## config.mk

```make
export PLATFORM = sky130hd
export DESIGN_NAME = pipe_collision_scanner
export DESIGN_NICKNAME = d
export VERILOG_FILES = /design/src/rtl/pipe_collision_pkg.sv /design/src/rtl/pipe_gap_check.sv /design/src/rtl/pipe_collision_scanner.sv
export SDC_FILE = /design/constraint.sdc
export NUM_CORES = 1
export LEC_CHECK = 0
export CAP_MARGIN = 20
export CORE_MARGIN = 5
export CORE_UTILIZATION = 38
export DETAILED_ROUTE_END_ITERATION = 7
export GPL_TIMING_DRIVEN = 0
export PLACE_DENSITY = 0.61
export SLEW_MARGIN = 5
export SYNTH_ARGS = -nofsm -noshare
export SYNTH_HDL_FRONTEND = slang
export SYNTH_SLANG_ARGS = --single-unit
```

## constraint.sdc

```tcl
create_clock -name clk -period 3.7 [get_ports clk]
set_input_delay 0.555 -clock clk [delete_from_list [all_inputs] [get_ports clk]]
set_output_delay 0.555 -clock clk [all_outputs]
set_load 0.01 [all_outputs]
```

## src/rtl/pipe_collision_pkg.sv

```systemverilog
// Shared types, default geometry and column-position helper for the pipe collision scanner.
package pipe_collision_pkg;

    typedef enum logic [1:0] {
        IDLE,
        SCAN,
        FLOOR,
        DONE
    } scan_state_t;

    localparam int unsigned DEFAULT_COL_BASE    = 32;
    localparam int unsigned DEFAULT_COL_SPACING = 32;
    localparam int unsigned DEFAULT_COL_THICK   = 2;
    localparam int unsigned DEFAULT_UP_WIDTH    = 11;
    localparam int unsigned DEFAULT_DOWN_WIDTH  = 34;
    localparam int unsigned DEFAULT_FLOOR_Y     = 121;

    function automatic int unsigned col_x_of(input int unsigned idx,
                                             input int unsigned base,
                                             input int unsigned spacing);
        return base + idx * spacing;
    endfunction

endpackage

```

## src/rtl/pipe_gap_check.sv

```systemverilog
// Combinational single-column test: is the dot inside the column's x span and outside its gap?
module pipe_gap_check #(
    parameter int unsigned X_W        = 8,
    parameter int unsigned Y_W        = 7,
    parameter int unsigned COL_THICK  = 2,
    parameter int unsigned UP_WIDTH   = 11,
    parameter int unsigned DOWN_WIDTH = 34
) (
    input  logic [X_W-1:0]   x,
    input  logic [Y_W-1:0]   y,
    input  logic [Y_W-1:0]   op,
    input  logic [X_W+3:0]   col_x,
    output logic             hit
);

    localparam int unsigned CX_W = X_W + 4;
    localparam int unsigned G_W  = Y_W + 2;

    logic [CX_W-1:0]       x_ext;
    logic [CX_W-1:0]       col_end;
    logic signed [G_W-1:0] y_ext;
    logic signed [G_W-1:0] top;
    logic signed [G_W-1:0] bot;
    logic                  in_x;
    logic                  upper_hit;
    logic                  lower_hit;

    assign x_ext   = CX_W'(x);
    assign col_end = col_x + CX_W'(COL_THICK - 1);
    assign in_x    = (x_ext >= col_x) && (x_ext <= col_end);

    // Signed gap bounds: a negative top means the gap reaches the screen top.
    assign y_ext = $signed(G_W'(y));
    assign top   = $signed(G_W'(op)) - $signed(G_W'(UP_WIDTH));
    assign bot   = $signed(G_W'(op)) + $signed(G_W'(DOWN_WIDTH));

    assign upper_hit = !top[G_W-1] && (y_ext < top);
    assign lower_hit = y_ext > bot;
    assign hit       = in_x && (upper_hit || lower_hit);

endmodule

```

## src/rtl/pipe_collision_scanner.sv

```systemverilog
// Per-frame sequential collision scan over NUM_COLS pipe columns plus the floor.
// Optional score counter enabled by defining PIPE_SCORE_EN.
module pipe_collision_scanner
    import pipe_collision_pkg::*;
#(
    parameter int unsigned NUM_COLS    = 4,
    parameter int unsigned X_W         = 8,
    parameter int unsigned Y_W         = 7,
    parameter int unsigned COL_BASE    = DEFAULT_COL_BASE,
    parameter int unsigned COL_SPACING = DEFAULT_COL_SPACING,
    parameter int unsigned COL_THICK   = DEFAULT_COL_THICK,
    parameter int unsigned UP_WIDTH    = DEFAULT_UP_WIDTH,
    parameter int unsigned DOWN_WIDTH  = DEFAULT_DOWN_WIDTH,
    parameter int unsigned FLOOR_Y     = DEFAULT_FLOOR_Y,
    parameter int unsigned SCORE_W     = 8
) (
    input  logic                              clk,
    input  logic                              reset,
    input  logic                              clear,
    input  logic                              start,
    input  logic [X_W-1:0]                    dot_x,
    input  logic [Y_W-1:0]                    dot_y,
    input  logic [NUM_COLS*Y_W-1:0]           col_op,
    output logic                              busy,
    output logic                              done,
    output logic                              collided,
    output logic [$clog2(NUM_COLS+1)-1:0]     hit_col,
    output logic                              game_over,
    output logic [SCORE_W-1:0]                score
);

    localparam int unsigned HIT_W = $clog2(NUM_COLS + 1);
    localparam int unsigned CX_W  = X_W + 4;
    localparam logic [HIT_W-1:0] NO_HIT   = HIT_W'(NUM_COLS);
    localparam logic [HIT_W-1:0] LAST_IDX = HIT_W'(NUM_COLS - 1);

    scan_state_t state;
    scan_state_t state_next;

    logic [X_W-1:0]          x_snap;
    logic [Y_W-1:0]          y_snap;
    logic [NUM_COLS*Y_W-1:0] op_snap;
    logic [HIT_W-1:0]        idx;
    logic [HIT_W-1:0]        first_hit;
    logic [Y_W-1:0]          cur_op;
    logic [CX_W-1:0]         cur_col_x;
    logic                    col_hit;
    logic                    floor_hit;
    logic                    scan_coll;

    always_comb begin
        cur_op    = '0;
        cur_col_x = '0;
        for (int unsigned i = 0; i < NUM_COLS; i++) begin
            if (idx == HIT_W'(i)) begin
                cur_op    = op_snap[i*Y_W +: Y_W];
                cur_col_x = CX_W'(col_x_of(i, COL_BASE, COL_SPACING));
            end
        end
    end

    pipe_gap_check #(
        .X_W        (X_W),
        .Y_W        (Y_W),
        .COL_THICK  (COL_THICK),
        .UP_WIDTH   (UP_WIDTH),
        .DOWN_WIDTH (DOWN_WIDTH)
    ) u_gap_check (
        .x     (x_snap),
        .y     (y_snap),
        .op    (cur_op),
        .col_x (cur_col_x),
        .hit   (col_hit)
    );

    assign floor_hit = 32'(y_snap) >= FLOOR_Y;
    assign scan_coll = (first_hit != NO_HIT) || floor_hit;

    always_ff @(posedge clk or posedge reset) begin
        if (reset) begin
            state <= IDLE;
        end else begin
            state <= state_next;
        end
    end

    always_comb begin
        state_next = state;
        busy       = (state != IDLE);
        done       = (state == DONE);
        case (state)
            IDLE:    if (start) state_next = SCAN;
            SCAN:    if (idx == LAST_IDX) state_next = FLOOR;
            FLOOR:   state_next = DONE;
            DONE:    state_next = IDLE;
            default: state_next = IDLE;
        endcase
        if (clear) begin
            state_next = IDLE;
        end
    end

    // Results are loaded on the FLOOR->DONE edge so they appear together with done.
    always_ff @(posedge clk or posedge reset) begin
        if (reset) begin
            x_snap    <= '0;
            y_snap    <= '0;
            op_snap   <= '0;
            idx       <= '0;
            first_hit <= NO_HIT;
            collided  <= 1'b0;
            hit_col   <= NO_HIT;
            game_over <= 1'b0;
        end else if (clear) begin
            idx       <= '0;
            first_hit <= NO_HIT;
            collided  <= 1'b0;
            hit_col   <= NO_HIT;
            game_over <= 1'b0;
        end else begin
            case (state)
                IDLE: begin
                    if (start) begin
                        x_snap    <= dot_x;
                        y_snap    <= dot_y;
                        op_snap   <= col_op;
                        idx       <= '0;
                        first_hit <= NO_HIT;
                    end
                end
                SCAN: begin
                    if (col_hit && (first_hit == NO_HIT)) begin
                        first_hit <= idx;
                    end
                    idx <= idx + 1'b1;
                end
                FLOOR: begin
                    collided <= scan_coll;
                    hit_col  <= first_hit;
                    if (scan_coll) begin
                        game_over <= 1'b1;
                    end
                end
                default: ;
            endcase
        end
    end

`ifdef PIPE_SCORE_EN
    logic any_cleared;

    always_comb begin
        any_cleared = 1'b0;
        for (int unsigned i = 0; i < NUM_COLS; i++) begin
            if (CX_W'(x_snap) == CX_W'(col_x_of(i, COL_BASE, COL_SPACING) + COL_THICK)) begin
                any_cleared = 1'b1;
            end
        end
    end

    always_ff @(posedge clk or posedge reset) begin
        if (reset) begin
            score <= '0;
        end else if (clear) begin
            score <= '0;
        end else if ((state == FLOOR) && !scan_coll && any_cleared && (score != '1)) begin
            score <= score + 1'b1;
        end
    end
`else
    assign score = '0;
`endif

endmodule

```

==> reports/metrics.yaml <==
status: "finished, final reports clean"
holdPathEnd: "collided$_DFFE_PP0P_"
cts-buffers-inserted: 5
core_sq_um: 8590
area_growth_pct: 29.0
worst_setup_path_start_kind: "register"
fmax_ghz: 0.286
start_util: 0.385
hpwl_mm: 5.58
hp-class: "reg -> reg"
leakagePower_nw: 1.86
crit_arrival_ps: 3690
first_pass_iters: 4
grt.overflow.total: 0
setup_viol: 0
clkSinkCount: 56
worst_pin_slew_ps: 759
finClkSkew_ps: 9.30
synth_area_sq_um: 3310
timing.final.crit_share: 0.945
die_area_sq_um: 10700
end_kind: "register"
crit_type: "reg -> reg"
viasPerCell: 4.91
drtIter0Drc: 78
finalWirelength_mm: 7.14
power.density_nw_per_um2: 870
dieHeight_um: 103
ys_ff_latch: 56
syn_inst: 292
io_buffers: 53
clkLatencyLatePin_ps: 300
die_w_um: 103
r2r_cells: 15
clk_pin_slew_ps: 100
multiInputGateArea_sq_um: 1820
nets: 446
cts_tree: "built"
grt_pass1_vias: 2412
hold_viol: 0
synth-main-ff-cell: "dfrtp_1"
power_mw: 3.71
ant_nets: 0
drive_gt1_frac: 0.259
grt_pass1_wl_mm: 11.8
async_flop_share: 1.00
required_ps: 3900
diodes: 0
synth_edf_count: 0
ios: 62
fillers: 788
grt_max_degree: 41
fp-row-count: 34
place_congestion: 0.837
r2r-start: "idx[0]$_DFFE_PP0P_"
ys_seq_area_frac: 0.424
clk_path_buf_depth: 2
ir_drop_uv: 320
wl_per_cell_um: 14.9
grt_usage: 0.142
r2r_end: "first_hit[0]$_DFFE_PP0P_"
synth.avg_cell_area_sq_um: 11.3
hold_buffers: 0
vias: 2345
htree_levels: 2
drv_cap: 0
slew_violations: 0
whs_path_depth: 2
slew-limit-headroom: 0.494
hold_start: "collided$_DFFE_PP0P_"
drc: 0
cp_max_fo: 6
regArea_sq_um: 1410
fin_crit_ps: 3490
antenna_found_initial: 0
whs_ps: 483
cts-root-buf: "clkbuf_8"
ys_types: 54
ys_warn_count: 0
rrSetupSlack_ps: 210
==> registers in the layout, indices dropped and copies added (netlist names) <==
register	flops
state	2
hit_col	3
idx	3
x_snap	8
y_snap	7
collided	1
op_snap	28
game_over	1
first_hit	3
==> synthesized netlist by cell type (all sizes together), types with 6 or more instances <==
| cell | count | area share |
|---|---|---|
| ha | 30 | 0.11 |
| nor3 | 7 | 0.011 |
| dfrtp | 54 | 0.41 |
| a21oi | 9 | 0.014 |
| buf | 12 | 0.029 |
| nand2 | 11 | 0.012 |
| nor2 | 13 | 0.020 |
| inv | 21 | 0.024 |
| clkbuf | 6 | 0.0068 |
| xnor2 | 8 | 0.021 |
| mux2 | 43 | 0.15 |
| o21ai | 14 | 0.021 |
==> routing by layer <==
metal  GRT usage  vias to the layer above  wire length (um)
li1            -                     1179                 -
met1       0.187                     1116              3230
met2       0.234                       46              3490
met3      0.0322                        4               337
met4      0.0398                        0                82
met5           0                        -                 0
==> critical path: stages (launching register included) <==
cell,delay (ps)
dfrtp_2,450
ha_1,210
ha_1,190
buf_6,130
nor2_8,130
o21ai_1,90
o21ai_2,250
buf_4,150
inv_1,50
o41ai_2,310
xor2_1,120
ha_1,370
a211oi_2,300
a31oi_4,140
nand4b_4,200
a41o_1,280
==> cells by family (layout without fill, tap and decap cells) <==
kind of cell / count (synthesis) / in the layout / share of synthesized area
compound gates: 56 / 56 / 0.129
xor+xnor: 10 / 10 / 0.0265
buf+inv: 39 / 110 / 0.0594
simple gates: 54 / 54 / 0.0915
other cells: 1 / 8 / 0.00113
flops: 56 / 56 / 0.424
fa+ha+maj: 30 / 30 / 0.113
mux: 46 / 46 / 0.155
==> report_power, final <==
| part | switching (mW) | internal (mW) | total, mW |
|---|---|---|---|
| clock | 0.187 | 0.153 | 0.341 |
| combinational | 1.12 | 1.20 | 2.32 |
| sequential | 0.179 | 0.874 | 1.05 |
==> placed cells by master (no fill, tap or decap), types with 9 or more instances in the layout <==
cell type / Yosys / layout
inv_1: 21 / 19
o21ai_0: 12 / 10
nand2_1: 11 / 11
a21oi_1: 9 / 9
buf_4: 9 / 18
mux2_2: 43 / 43
ha_1: 30 / 28
dfrtp_1: 54 / 52
nor2_1: 12 / 12
clkdlybuf4s50_1: 0 / 53
==> what timing repair did <==
item                       4_1_cts  5_1_grt
gates resized for setup          2       22
setup endpoints to repair        3        3
setup buffers                    0        9
gates cloned                     0        0
pin swaps                        0        9
==> layout make-up <==
cell class                 count  area share
buffer                        18      0.0290
sequential                    56       0.329
multi-input combinational    204       0.425
clock buffer                   8      0.0211
timing repair buffer          63       0.145
tap                          108      0.0316
inverter                      21      0.0190
==> worst max-delay path by stage <==
stage | from | endpoint | slack (ps) | cells past startpoint
after floorplan | idx[0]$_DFFE_PP0P_ | first_hit[0]$_DFFE_PP0P_ | 270 | 16
after global placement | idx[0]$_DFFE_PP0P_ | first_hit[1]$_DFFE_PP0P_ | -260 | 16
after detailed placement | idx[0]$_DFFE_PP0P_ | first_hit[0]$_DFFE_PP0P_ | -280 | 16
after CTS | idx[0]$_DFFE_PP0P_ | first_hit[0]$_DFFE_PP0P_ | 10 | 16
after global routing | idx[0]$_DFFE_PP0P_ | first_hit[1]$_DFFE_PP0P_ | -20 | 19
final | idx[0]$_DFFE_PP0P_ | first_hit[0]$_DFFE_PP0P_ | 210 | 15
==> metrics by stage <==
step                       util  setup TNS [ps]  worst slack, ps  std cells  instance area (sq um)
after floorplan               -               0              273        299                   3340
after global placement    0.466            -713             -260        460                   4000
after detailed placement  0.468            -788             -284        461                   4020
after CTS                 0.479               0             14.4        469                   4120
after global routing      0.497           -20.4            -16.5        478                   4270
final                     0.497               0              205        478                   4270
Note: power is estimated with default switching activity, not from simulation.
